**src/rtl/uart_transmitter.sv**
```systemverilog
// UART transmitter: serialises a DATA_BITS word into start, LSB-first data, optional parity
// and stop bits, with the bit period derived from an internal clock-divider counter.
module uart_transmitter #(
   parameter int unsigned CLKS_PER_BIT = 434,
   parameter int unsigned DATA_BITS    = 8,
   parameter int unsigned PARITY       = 0,
   parameter int unsigned STOP_BITS    = 1
) (
   input  logic                 clc,
   input  logic                 res,
   input  logic                 START,
   input  logic [DATA_BITS-1:0] DATA,
   output logic                 TX,
   output logic                 BUSY,
   output logic                 DONE
);

   localparam int unsigned CntW = (CLKS_PER_BIT > 1) ? $clog2(CLKS_PER_BIT) : 1;
   localparam int unsigned IdxW = $clog2(DATA_BITS);
   localparam logic [CntW-1:0] CntMax = CntW'(CLKS_PER_BIT - 1);
   localparam logic [IdxW-1:0] IdxMax = IdxW'(DATA_BITS - 1);
   localparam logic            StopLast = 1'(STOP_BITS - 1);

   typedef enum logic [2:0] {StIdle, StStart, StData, StParity, StStop} state_e;

   state_e               state_q, state_d;
   logic [CntW-1:0]      cnt_q, cnt_d;
   logic [IdxW-1:0]      idx_q, idx_d;
   logic                 stop_q, stop_d;
   logic [DATA_BITS-1:0] shift_q, shift_d;
   logic                 par_q, par_d;
   logic                 tx_q, tx_d;
   logic                 busy_q, busy_d;
   logic                 done_q, done_d;
   logic                 bit_end;

   always_comb begin
      state_d = state_q;
      cnt_d   = cnt_q;
      idx_d   = idx_q;
      stop_d  = stop_q;
      shift_d = shift_q;
      par_d   = par_q;
      busy_d  = busy_q;
      done_d  = 1'b0;
      bit_end = (cnt_q == CntMax);

      if (state_q != StIdle) begin
         cnt_d = bit_end ? '0 : cnt_q + CntW'(1);
      end

      unique case (state_q)
         StIdle: begin
            if (START) begin
               shift_d = DATA;
               par_d   = (PARITY == 2) ? ~(^DATA) : ^DATA;
               cnt_d   = '0;
               idx_d   = '0;
               stop_d  = 1'b0;
               busy_d  = 1'b1;
               state_d = StStart;
            end
         end
         StStart: begin
            if (bit_end) state_d = StData;
         end
         StData: begin
            if (bit_end) begin
               shift_d = shift_q >> 1;
               if (idx_q == IdxMax) begin
                  state_d = (PARITY != 0) ? StParity : StStop;
               end else begin
                  idx_d = idx_q + IdxW'(1);
               end
            end
         end
         StParity: begin
            if (bit_end) state_d = StStop;
         end
         StStop: begin
            if (bit_end) begin
               if (stop_q == StopLast) begin
                  state_d = StIdle;
                  busy_d  = 1'b0;
                  done_d  = 1'b1;
               end else begin
                  stop_d = 1'b1;
               end
            end
         end
         default: state_d = StIdle;
      endcase

      // TX is registered from the next state so the line changes on the same edge as the state.
      unique case (state_d)
         StStart:  tx_d = 1'b0;
         StData:   tx_d = shift_d[0];
         StParity: tx_d = par_d;
         default:  tx_d = 1'b1;
      endcase
   end

   always_ff @(posedge clc or posedge res) begin
      if (res) begin
         state_q <= StIdle;
         cnt_q   <= '0;
         idx_q   <= '0;
         stop_q  <= 1'b0;
         shift_q <= '0;
         par_q   <= 1'b0;
         tx_q    <= 1'b1;
         busy_q  <= 1'b0;
         done_q  <= 1'b0;
      end else begin
         state_q <= state_d;
         cnt_q   <= cnt_d;
         idx_q   <= idx_d;
         stop_q  <= stop_d;
         shift_q <= shift_d;
         par_q   <= par_d;
         tx_q    <= tx_d;
         busy_q  <= busy_d;
         done_q  <= done_d;
      end
   end

   assign TX   = tx_q;
   assign BUSY = busy_q;
   assign DONE = done_q;

endmodule

```
**config.mk**
```make
export PLATFORM = sky130hd
export DESIGN_NAME = uart_transmitter
export DESIGN_NICKNAME = d
export VERILOG_FILES = /design/src/rtl/uart_transmitter.sv
export SDC_FILE = /design/constraint.sdc
export NUM_CORES = 1
export LEC_CHECK = 0
export ABC_AREA = 1
export BUFFER_PORTS_ARGS = -buffer_cell sky130_fd_sc_hd__buf_2
export CAP_MARGIN = 40
export CORE_MARGIN = 2
export CORE_UTILIZATION = 55
export CTS_BUF_LIST = sky130_fd_sc_hd__clkbuf_4
export DETAILED_ROUTE_END_ITERATION = 10
export PLACE_DENSITY = 0.77
export SYNTH_ARGS = -nofsm -noshare
export SYNTH_HDL_FRONTEND = slang
export SYNTH_SLANG_ARGS = --single-unit
```
**constraint.sdc**
```tcl
create_clock -name clc -period 1.3 [get_ports clc]
set_input_delay 0.195 -clock clc [delete_from_list [all_inputs] [get_ports clc]]
set_output_delay 0.195 -clock clc [all_outputs]
set_load 0.03 [all_outputs]
```
* Word level (Yosys, flattened, before mapping)
Index checks and enable logic that the tools add are counted.
W data, S select, Z words.
** Storage, ports and cells
- Bits in registers :: 28
- Input port bits :: 11
- Word-level logic and storage cells :: 68
** Cells by class
- Equality and inequality tests :: 14
- Muxes and demuxes :: 33
- $add $sub $neg :: 2
- Reduce and logical (&&, ||, !) cells :: 9
** Operators by type and width (number)
- $mux W9 :: 4
- $mux W3 :: 10
- $mux W8 :: 2
- $pmux W8 S2 :: 1
- $pmux W3 S5 :: 1
- $eq A3 B2 Y1 const B :: 4
- $mux W1 :: 11
- $ne A2 B2 Y1 const B :: 5
- $add A9 B1 Y9 const B :: 1
- $eq A9 B9 Y1 const B :: 1
- $reduce_and A4 Y1 :: 2
- $reduce_xor A8 Y1 :: 1
- $eq A3 B1 Y1 const B :: 2
- $eq A3 B3 Y1 const B :: 2
- $pmux W3 S2 :: 1
- $reduce_and A3 Y1 :: 2
- $pmux W1 S2 :: 2
- $reduce_bool A2 Y1 :: 2
- $add A3 B1 Y3 const B :: 1
- $logic_not A3 Y1 :: 1
- $pmux W1 S3 :: 1
- $reduce_bool A3 Y1 :: 1

* Longest topological paths before layout
Gate-level depths: netlist (run 1).
- Depth after elaboration :: 6
- Mapped depth :: 11
- Gate-level depth less buffers :: 11

* Worst setup path after synthesis (run 1)
No wires, ideal clock.
- Path type :: reg-to-reg
- From :: register cnt_q[1]
- To :: register idx_q[0]
- Required time :: 1.226 ns
- Slack :: -0.106 ns
- Arrival :: 1.332 ns
- Clock period less this slack :: 1.406 ns
- Library setup time :: 0.074 ns
- Cell stages (with the launch flop) :: 12
- Buffers on the path :: 1
- Cell sequence :: dfrtp_1 > inv_1 > ha_1 > nand2_1 > nor3_2 > nand2_1 > nand2_2 > nand2_2 > buf_6 > nor2_8 > nand3_2 > o21ai_2
** On the way
- Longest elaborated chain between the ends :: 3
** Ends and longest elaborated chain
- start: declaration :: line 27 : logic [CntW-1:0] cnt_q, cnt_d;
- start signal: assignment :: line 116 : cnt_q <= cnt_d;
- $eq A9 B9 Y1 :: line 46 : bit_end = (cnt_q == CntMax);
- $ne A2 B2 Y1 (no source line)
- $reduce_and A4 Y1 (no source line)
- end signal: assignment :: line 117 : idx_q <= idx_d;
- end: declaration :: line 28 : logic [IdxW-1:0] idx_q, idx_d;
Every way passes these cells.
A chain may end at the register's enable or synchronous reset.

* Worst setup path after layout (run 1)
- From :: register cnt_q[1]
- To :: register cnt_q[7]
** On the way
- Longest elaborated chain between the ends :: 5
- Elaborated cells between the ends (all ways) :: 6
- Those cells by class :: add/sub (1); eq/ne (1); mux (4)
** Ends and longest elaborated chain
- $add A9 B1 Y9 or $eq A9 B9 Y1 (tied branches) :: line 49, 46
- $mux W9 (*) :: line 49 : cnt_d = bit_end ? '0 : cnt_q + CntW'(1);
- $mux W9 (*) :: line 48 : if (state_q != StIdle) begin
- $mux W9 :: line 54 : if (START) begin
- $mux W9 (*) :: line 52 : unique case (state_q)
- via cnt_d[7] :: line 27
Mark *: on every way through the listed nets, which the timed path passes. The rest lies on a longest branch.

==> results of run 1 <==
[synthesized netlist by cell type]
| cell type | count | area [µm²] |
|---|---|---|
| nand3_1 | 14 | 70.07 |
| nand2_4 | 2 | 22.52 |
| o22ai_1 | 5 | 31.28 |
| nor2_8 | 3 | 60.06 |
| a22oi_1 | 2 | 15.01 |
| nor3_2 | 1 | 10.01 |
| a21boi_1 | 1 | 7.510 |
| buf_6 | 2 | 22.52 |
| inv_1 | 27 | 101.4 |
| nor2_4 | 1 | 11.26 |
| o21ai_0 | 3 | 15.01 |
| nor2_1 | 16 | 60.06 |
| inv_4 | 1 | 6.260 |
| ha_1 | 4 | 50.05 |
| o21ai_2 | 2 | 17.52 |
| xor2_1 | 3 | 26.28 |
| dfrtp_1 | 26 | 650.6 |
| and3_1 | 1 | 6.260 |
| nand4_1 | 2 | 12.51 |
| or2_1 | 1 | 6.260 |
| nand3_2 | 3 | 30.03 |
| o21ai_1 | 4 | 20.02 |
| a21oi_1 | 4 | 20.02 |
| nor2_2 | 1 | 6.260 |
| xnor2_1 | 2 | 17.52 |
| o211ai_1 | 3 | 22.52 |
| nand2_2 | 5 | 31.28 |
| a211oi_1 | 1 | 7.510 |
| dfstp_2 | 1 | 26.28 |
| inv_2 | 8 | 30.03 |
| nand2_1 | 70 | 262.8 |
[repair_timing]
item,in CTS,in global routing
resized for setup,16,25
endpoints found under the hold margin,26,0
pin swaps,2,5
gates cloned,1,1
hold buffers,1,0
buffers inserted,4,1
setup endpoints to repair,25,26
[layer usage]
metal / global-route usage / wire length, µm / vias up
met5: 0 / 0 / -
met4: 0.08766 / 91 / 0
met3: 0.03057 / 205 / 9
met2: 0.3736 / 2185 / 52
met1: 0.3213 / 1737 / 746
li1: - / - / 808
[worst paths after layout]
kind                       cells after the start  slack (ns)    endpoint       start
max reg2reg                                   10       -0.26    cnt_q[7]    cnt_q[1]
min                                            3        0.13  shift_q[7]     DATA[7]
max in group asynchronous                      4        0.56          TX         res
min reg2reg                                    2        0.51  shift_q[0]  shift_q[0]
max                                           10       -0.26    cnt_q[7]    cnt_q[1]
min in group asynchronous                      4        0.44       par_q         res
[stage by stage]
| step | hold WS (ns) | power (mW) |
|---|---|---|
| 2_1_floorplan | 0.2470 | 1.603 |
| 3_3_place_gp | 0.2675 | 1.911 |
| 3_5_place_dp | 0.2682 | 1.937 |
| 4_1_cts | 0.1169 | 2.395 |
| 5_1_grt | 0.1167 | 2.739 |
| 6_report | 0.1289 | 2.563 |
[worst max-delay path, cell delays in order (launching register included)]
cell and delay, ns:
dfrtp_1 0.42, inv_2 0.08, ha_4 0.14, nand2_4 0.06, nor3_4 0.14, nand2_2 0.12, buf_2 0.18, nand2_4 0.10
nand2_1 0.06, o21ai_0 0.08, a21oi_1 0.08
[flip-flops by register name (all words and copies together), names as in the netlist]
name / count
DONE: 1
idx_q: 3
BUSY: 1
shift_q: 8
par_q: 1
cnt_q: 9
state_q: 3
TX: 1
[cell families (layout without fill, tap and decap cells)]
kind of cell / Yosys count / count (layout) / synth area share
and+or+nand+nor: 120 / 121 / 0.3515
adders and majority gates: 4 / 4 / 0.02985
DFF: 27 / 27 / 0.4037
buffers and inverters: 38 / 91 / 0.09553
AOI/OAI and AO/OA: 25 / 25 / 0.09328
xor gates and xnor gates: 5 / 5 / 0.02612
[power groups by stage]
stage / logic [mW] / clock network, mW / registers (mW)
final: 1.02 / 0.393 / 1.15
after global routing: 1.13 / 0.444 / 1.17
after CTS: 0.884 / 0.397 / 1.11
after detailed placement: 0.812 / 0 / 1.12
after global placement: 0.787 / 0 / 1.12
after floorplan: 0.439 / 0 / 1.16
[placed cells by master, fill, tap and decap left out, types with 2 or more instances in the layout]
cell type / netlist / layout
nor2_8: 3 / 3
o22ai_1: 5 / 5
ha_1: 4 / 2
buf_4: 0 / 33
nor2_4: 1 / 2
inv_1: 27 / 25
nand2_1: 70 / 60
nor2_1: 16 / 15
o211ai_1: 3 / 3
buf_2: 0 / 14
ha_4: 0 / 2
nand2_2: 5 / 9
o21ai_2: 2 / 3
inv_6: 0 / 2
a21oi_2: 0 / 2
clkbuf_4: 0 / 4
nand2_4: 2 / 8
xor2_1: 3 / 3
nand3_2: 3 / 4
xnor2_1: 2 / 2
a22oi_1: 2 / 2
dfrtp_1: 26 / 26
buf_6: 2 / 3
inv_2: 8 / 8
a21oi_1: 4 / 2
o21ai_0: 3 / 2
o21ai_1: 4 / 3
nand4_1: 2 / 2
nand3_1: 14 / 13
[cell type report]
| cell class | count | area (µm²) |
|---|---|---|
| Clock buffer | 4 | 30.03 |
| Tap cell | 33 | 41.29 |
| Multi-Input combinational cell | 155 | 989.7 |
| Timing Repair Buffer | 51 | 361.6 |
| Inverter | 36 | 147.6 |
| Fill cell | 189 | 730.7 |
| Sequential cell | 27 | 676.9 |
==> metrics, run 1 <==
status finished, violations left; failing checks negative setup slack; WP data arrival 1.78 ns; I/O Pins 14; Max Freq roughly 640 MHz; MaxCap Viol Count 0; Post-Place Cells 294; Worst Hold Class primary input to flop; min Tclk post-route 1.557 ns; gpl congestion 0.8106; root buf cell clkbuf_4; Die Ht 59.21 µm; Cell Int Power between 1.5 and 2 mW; data required time of the worst path 1.53 ns; Yosys warnings 0; final instance count without filler cells 306; Avg Inst Size Synth 7.656 µm²; CTS tree built; CP endpoint kind flop; Final Hold Vio Count 0; worst setup margin -0.2566 ns; dpl cell area 2001 µm²; largest fanout on the critical path 6; pins over their slew limit 0; Clock power frac 0.153; # H-tree levels 1; Combinational Power Share 0.399; NetSw 0.9240 mW; Seq/Total Area, Yosys 0.4037; Critical Path Start Type flop; Die ar. 3506 µm²; RSZ-0062 raised after global routing yes; Post-Route Setup TNS -3.748 ns; area added between synthesis and finish 34.03%; Vias/cell about 5.3; total global-route track usage 0.2334; Slew @ Worst Pin around 0.37 ns; clock buffer count from CTS 3; Leakage 1.239 nW; clock-pin slew on the worst setup and hold paths 0.14 ns; GRT overflow 0; Gate Count Post-Synth 219; flop and latch count out of synthesis 27; DRC Markers 0; mapped cell area 1677 µm²; initial antenna violation count 0; Final Util 0.7546; pin count of the biggest net entering global routing 28; DRT Wirelength 4.219 mm; Detailed Route Iter0 Violations just over 70; first-pass GRT wire length 6.258 mm; core area 2978 µm²; CTS max path bufs 2; Initial Util 0.5630; cell row count 20; part of the power in registers 0.448; Worst Skew 0.003013 ns; DP Wirelength 2.634 mm; # nets final a little under 300; Final ANT Viol Nets 0; max_slew headroom 0.7515; PwrDens 1140 nW/µm²; Setup WS pre-CTS -0.1945 ns; Sink Count 27; Sw Ratio 0.3605; chip width 59.21 µm; maximum vdd drop 938.1 µV; Crit Path Class flop to flop; Final period util 1.197; final setup fails 25; layout cells sized above 1 0.3846; n_diodes 0; vias in the first global route 1,454; Initial DRT Pass Iterations 6; wire per inst 13.79 µm; Syn Nets 234; clock latency on the worst-skew pair 0.33 ns; final instance area ~2200 µm²; # port buffers 13; vias post-DR around 1,600; Distinct cells, synth 31
Power figures use the tool's default switching activity.
==> inputs of run 2 (changes only) <==
- ABC_AREA: 1 -> unset
- CORE_UTILIZATION: 55 -> 54
- clock period: 1.3 -> 1.4 ns (I/O delays scaled with it)
==> run 2 against run 1 <==
  * The run still ends with negative setup slack left
  * Synthesized area shrank 16%
  * Synthesized cell count shrank 38%
  * Final cell count shrank 25%
  * Sequential cell count is the same
  * Clock power shrank 8.4%
  * Setup slack lost 0.31 ns
  * Largest cell class unchanged
==> metrics, run 2 <==
status finished, violations left; failing checks negative setup slack; Final Util 0.8470 (+0.09235); Yosys warnings 0 (unchanged); Detailed Route Iter0 Violations 69 (-2.8%); Final ANT Viol Nets 0 (unchanged); CTS tree built; I/O Pins 14 (unchanged); # port buffers 13 (unchanged); Die Ht 54.92 µm (-7.2%); clock-pin slew on the worst setup and hold paths 0.15 ns (about the same); Final period util 1.404 (+0.2065); cell row count 18 (-10%); cell-by-cell trace of the critical path nor4b_4, a31oi_2, or3_4, a222oi_1, inv_1; Post-Place Cells 207 (-30%); Compound-Gate Fraction of Synth Area 0.1823 (+0.08902); pin count of the biggest net entering global routing 28 (unchanged); Max Freq 508.8 MHz (-21%); clock latency on the worst-skew pair 0.35 ns (+0.02 ns); post-synthesis adder-cell area fraction 0.03575 (+0.005895); Final Hold Vio Count 0 (unchanged); data required time of the worst path 1.65 ns (+0.12 ns); most frequent cell after synthesis dfrtp_1; DP Wirelength 2.352 mm (-11%); worst setup margin -0.5654 ns (-0.3088 ns); vias post-DR 1,406 (-13%); Initial Util 0.5652 (+0.002126); Yosys top cell area share 0.4647 (+0.07664); CP Buf/Inv Count 1 (-1); final setup fails 25 (unchanged); Critical Path Start Type flop; GRT overflow 0 (unchanged); Vias/cell 6.167 (+17%); root buf cell clkbuf_4; synth top area cells dfrtp_1, a222oi_1, xnor2_1; hold path depth 3 (unchanged); max_slew headroom 0.7613 (+0.009833); most frequent cells after synthesis dfrtp_1, nor2_1, inv_1; most frequent cells in the layout buf_4, dfrtp_1, buf_6; Gate Count Post-Synth 135 (-38%); XOR/XNOR Fraction of Synth Area 0.04379 (+0.01767); number of flops mapped to enable cells by yosys 0 (unchanged); total global-route track usage 0.2826 (+0.04920); # nets final 214 (-26%); flop and latch count out of synthesis 27 (unchanged); worst hold slack 0.08437 ns (-0.04450 ns); Worst Skew 0.009080 ns (+0.006067 ns); family with the most delay on the worst path simple AND/OR/NAND/NOR gates; CTS max path bufs 2 (unchanged); final instance count without filler cells 228 (-25%); wire per inst 19.17 µm (+39%); Synth Area in Simple Gates 0.1814 (-0.1701); DRC Markers 0 (unchanged); pins over their slew limit 0 (unchanged); Leakage 1.002 nW (-19%); first-pass GRT wire length 5.892 mm (-5.8%); slowest CP cell dfrtp_2; Setup WS pre-CTS -0.5249 ns (-0.3304 ns); multiplexer share of the synthesized area 0.03038 (+0.03038); Worst Hold Class primary input to flop; async set-reset flop share out of synthesis 1.000 (unchanged); RSZ-0062 raised after global routing yes; Die ar. 3016 µm² (-14%); Slew @ Worst Pin 0.3581 ns (-0.01338 ns); maximum vdd drop 980.0 µV (+4.5%); Post-Route Setup TNS -10.44 ns (-6.687 ns); chip width 54.92 µm (-7.2%); PwrDens 626.6 nW/µm² (-45%); largest family of logic cells by synthesized area compound AO/OA/AOI/OAI gates; Critical Path Stages 5 (-5); # H-tree levels 1 (unchanged); Top Registers cnt_q: 9 flops, shift_q: 8 flops; core area 2477 µm² (-17%); most common cell after layout, fill and taps aside buf_4; Initial DRT Pass Iterations 8 (+2); MaxCap Viol Count 0 (unchanged); CP endpoint kind flop; min Tclk post-route 1.965 ns (+0.4088 ns); gpl congestion 0.8563 (+5.6%); R2R cell count 5 (-5); clock buffer count from CTS 3 (unchanged); initial antenna violation count 0 (unchanged); mapped cell area 1400 µm² (-16%); Sink Count 27 (unchanged); n_diodes 0 (unchanged); Most used DFF post-synth dfrtp_1; Distinct cells, synth 39 (+26%); # fillers 129 (-32%); vias in the first global route 1,252 (-14%); Most flops, register cnt_q; Syn Nets 150 (-36%); area added between synthesis and finish 49.87%; cell taking the most area after synthesis dfrtp_1; layout cells sized above 1 0.4899 (+0.1053); Crit Path Class flop to flop; WP data arrival 2.22 ns (+0.44 ns); slowest stage delay, CP 0.47 ns (+0.05 ns); Largest register FFs 9 (unchanged); DRT Wirelength 4.370 mm (+3.6%); largest fanout on the critical path 8 (+2); Seq/Total Area, Yosys 0.4835 (+0.07974); Avg Inst Size Synth 10.37 µm² (+35%)
[run 2: cell types whose count changed in the layout (fill, tap and decap cells not counted), moves of 6 or more]
| cell | before | now |
|---|---|---|
| nand2_4 | 8 | 2 |
| a222oi_1 | 0 | 6 |
| nand2_2 | 9 | 0 |
| nor2_1 | 15 | 5 |
| nand3_1 | 13 | 4 |
| inv_2 | 8 | 1 |
| nand2_1 | 60 | 4 |
| buf_6 | 3 | 14 |
| inv_1 | 25 | 9 |
| o21ai_1 | 3 | 11 |
[run 2: through the flow]
| stage | total power, mW | cell area [µm²] |
|---|---|---|
| 2_1_floorplan | 0.9019 | 1446 |
| 3_3_place_gp | 0.9411 | 1767 |
| 3_5_place_dp | 0.9471 | 1767 |
| 4_1_cts | 1.308 | 1923 |
| 5_1_grt | 1.365 | 2098 |
| 6_report | 1.315 | 2098 |
[run 2: final timing paths]
check / slack, ns / startpoint / to
max reg2reg: -0.57 / cnt_q[6] / shift_q[1]
max: -0.57 / cnt_q[6] / shift_q[1]
min reg2reg: 0.51 / shift_q[7] / shift_q[6]
min: 0.08 / DATA[3] / shift_q[3]
min in group asynchronous: 0.44 / res / idx_q[2]
max in group asynchronous: 0.65 / res / TX
[run 2: where the power goes]
part / total (mW) / switching, mW / internal [mW]
Sequential: 0.814 / 0.0129 / 0.801
Clock: 0.360 / 0.252 / 0.108
Combinational: 0.141 / 0.0703 / 0.0704
[run 2: cells by family (layout without fill, tap and decap cells)]
family | Yosys count | after routing
compound gates | 37 | 38
xor+xnor | 7 | 7
simple gates | 41 | 41
fa+ha+maj | 4 | 4
flops | 27 | 27
buf+inv | 15 | 77
mux | 4 | 4
[run 2: worst reg2reg max path: stages (launching register included)]
cell      delay, ns
dfrtp_2        0.47
nor4b_4        0.38
a31oi_2        0.17
or3_4          0.42
a222oi_1       0.36
inv_1          0.08
[run 2: what timing repair did]
| action | 4_1_cts | 5_1_grt |
|---|---|---|
| gates resized for setup | 12 | 31 |
| endpoints found under the hold margin | 26 | 0 |
| setup endpoints to repair | 27 | 27 |
| hold buffers | 1 | 0 |
| cloned | 1 | 0 |
| buffers inserted | 8 | 8 |
| pin swaps | 11 | 9 |
[run 2: area by class of cell]
cell class	count	area [µm²]	share of cell area
Multi-Input combinational cell	94	822.0	0.3918
Sequential cell	27	678.2	0.3232
Timing Repair Buffer	63	495.5	0.2361
Inverter	10	37.54	0.01789
Tap cell	30	37.54	0.01789
Clock buffer	3	22.52	0.01073
Clock inverter	1	5.005	0.002385
[run 2: routing by layer]
| metal | global-route usage | vias up | share of wire | wire length, µm |
|---|---|---|---|---|
| li1 | - | 626 | - | - |
| met1 | 0.3841 | 689 | 0.40 | 1765 |
| met2 | 0.4385 | 70 | 0.49 | 2130 |
| met3 | 0.05376 | 21 | 0.070 | 305 |
| met4 | 0.1260 | 0 | 0.039 | 169 |
| met5 | 0 | - | 0 | 0 |
==> inputs of run 3 (changes only) <==
==> constraint.sdc (replaced) <==
create_clock -name clc -period 1.4 [get_ports clc]
set_input_delay 0.28 -clock clc [delete_from_list [all_inputs] [get_ports clc]]
set_output_delay 0.28 -clock clc [all_outputs]
set_load 0.03 [all_outputs]
==> run 3 against run 2 <==
  * The run still ends with negative setup slack left
  * Non-clock buffer count unchanged
  * First-iteration DRC count unchanged
  * Sequential share of layout area about the same
  * Core utilization up 0.10 points
  * Sequential cell count unchanged
  * Global-route usage unchanged
  * Clock-buffer cell count unchanged
  * Die area unchanged
  * Routed wire length about the same
  * Via count unchanged
  * Register-to-register slack about the same
  * Sequential power about the same
  * Largest cell class unchanged
  * Largest power group unchanged
==> metrics, run 3 (synthesis results as in run 2) <==
Vias/cell 6.167 (unchanged); WP data arrival 2.22 ns (about the same); final instance area 2101 µm² (+0.12%); # fillers 128 (-0.78%); DRC Markers 0 (unchanged); Largest register FFs 9 (unchanged); final setup fails 25 (unchanged); Slew @ Worst Pin 0.3581 ns (unchanged); register area 678.2 µm² (unchanged); first-pass GRT wire length 5.892 mm (unchanged); final instance count without filler cells 228 (unchanged); Top Usage Layer GRT met2; dpl cell area 1767 µm² (unchanged); slowest stage delay, CP 0.47 ns (about the same); Crit Path Class flop to flop; cell-by-cell trace of the critical path nor4b_4, a31oi_2, or3_4, a222oi_1, inv_1; met2 Resource Use GR 0.4385 (unchanged); Worst Hold Class primary input to flop; Sink Count 27 (unchanged); multi-input gate area in the final layout 822.0 µm² (unchanged); Setup WS pre-CTS -0.5249 ns (unchanged); Final ANT Viol Nets 0 (unchanged); worst setup margin -0.5654 ns (+0.00004500 ns); Max Freq 508.8 MHz (about the same); root buf cell clkbuf_4; area added between synthesis and finish 50.04%; DRT Wirelength 4.369 mm (about the same); pin count of the biggest net entering global routing 28 (unchanged); GRT overflow 0 (unchanged); Most flops, register cnt_q; largest fanout on the critical path 8 (unchanged); clock-pin slew on the worst setup and hold paths 0.15 ns (about the same); slowest CP cell dfrtp_2; Detailed Route Iter0 Violations 69 (unchanged); wire per inst 19.16 µm (about the same); CP Buf/Inv Count 1 (unchanged); DP Wirelength 2.352 mm (unchanged); Initial DRT Pass Iterations 8 (unchanged); register-to-register path setup slack -0.57 ns (about the same); family with the most delay on the worst path simple AND/OR/NAND/NOR gates; met3 GRT Util 0.05376 (unchanged); Die ar. 3016 µm² (unchanged); clock latency on the worst-skew pair 0.35 ns (about the same); chip width 54.92 µm (unchanged); Final Hold Vio Count 0 (unchanged); Final period util 1.404 (about the same); most frequent cells in the layout buf_4, dfrtp_1, buf_6; pins over their slew limit 0 (unchanged); max_slew headroom 0.7613 (unchanged); clock buffer count from CTS 3 (unchanged); layout cells sized above 1 0.4899 (unchanged); I/O Pins 14 (unchanged); maximum vdd drop 980.0 µV (about the same); Worst Skew 0.009080 ns (unchanged); initial antenna violation count 0 (unchanged); # port buffers 13 (unchanged); CTS tree built; Initial Util 0.5652 (unchanged); failing checks negative setup slack; cell row count 18 (unchanged); Post-Place Cells 207 (unchanged); total global-route track usage 0.2826 (unchanged); most common cell after layout, fill and taps aside buf_4; vias post-DR 1,406 (unchanged); PwrDens 625.8 nW/µm² (-0.12%); vias in the first global route 1,252 (unchanged); gpl congestion 0.8563 (unchanged); core area 2477 µm² (unchanged); Critical Path Start Type flop; met1 GRT Util 0.3841 (unchanged); RSZ-0062 raised after global routing yes; # H-tree levels 1 (unchanged); CTS max path bufs 2 (unchanged); n_diodes 0 (unchanged); Top Registers cnt_q: 9 flops, shift_q: 8 flops; # nets final 214 (unchanged); CP endpoint kind flop; Leakage 1.001 nW (about the same); data required time of the worst path 1.65 ns (about the same); MaxCap Viol Count 0 (unchanged); min Tclk post-route 1.965 ns (-0.00004500 ns); Die Ht 54.92 µm (unchanged); status finished, violations left; Final Util 0.8480 (+0.001010)
run 3: cell types whose count changed in the layout (fill, tap and decap cells not counted):
cell | previous run | this run
clkbuf_4 | 3 | 4
buf_2 | 13 | 12
run 3: what timing repair did:
action | CTS | global route
hold buffers | 1 | 0
gates cloned | 1 | 0
buffers inserted | 8 | 8
gates resized for setup | 12 | 32
pin swaps | 11 | 9
setup endpoints to repair | 27 | 28
hold endpoints to repair | 26 | 0
run 3: where the power goes:
part	switching [mW]	internal [mW]	total (mW)
registers	0.0129	0.801	0.814
logic	0.0703	0.0704	0.141
clock network	0.252	0.108	0.360
run 3: path summary, 6_finish.rpt:
path / startpoint / cells past startpoint / to
min in group asynchronous: res / 4 / idx_q[2]
max in group asynchronous: res / 4 / TX
hold / removal: DATA[3] / 3 / shift_q[3]
setup reg to reg: cnt_q[6] / 5 / shift_q[1]
setup / recovery: cnt_q[6] / 5 / shift_q[1]
hold reg to reg: shift_q[7] / 2 / shift_q[6]
run 3: through the flow:
step	TNS, ns	hold WS [ns]	total power [mW]
2_1_floorplan	-5.742	0.3320	0.9019
3_3_place_gp	-8.321	0.3484	0.9411
3_5_place_dp	-9.150	0.3595	0.9471
4_1_cts	-7.792	0.1530	1.308
5_1_grt	-12.09	0.1522	1.365
6_report	-10.43	0.1544	1.315
run 3: final cells by class:
| type | instances | share of cell area |
|---|---|---|
| Clock buffer | 3 | 0.01072 |
| Clock inverter | 1 | 0.002382 |
| Inverter | 10 | 0.01787 |
| Multi-Input combinational cell | 94 | 0.3913 |
| Sequential cell | 27 | 0.3228 |
| Tap cell | 30 | 0.01787 |
| Timing Repair Buffer | 63 | 0.2370 |
run 3: worst register-to-register path, stage by stage, from the launching register on:
cell and delay, ns:
dfrtp_2 0.47, nor4b_4 0.38, a31oi_2 0.17, or3_4 0.42, a222oi_1 0.36, inv_1 0.08
run 3: metal layers:
layer	vias up	wire length, µm
met5	-	0
met4	0	169
met3	21	303
met2	70	2130
met1	689	1766
li1	626	-
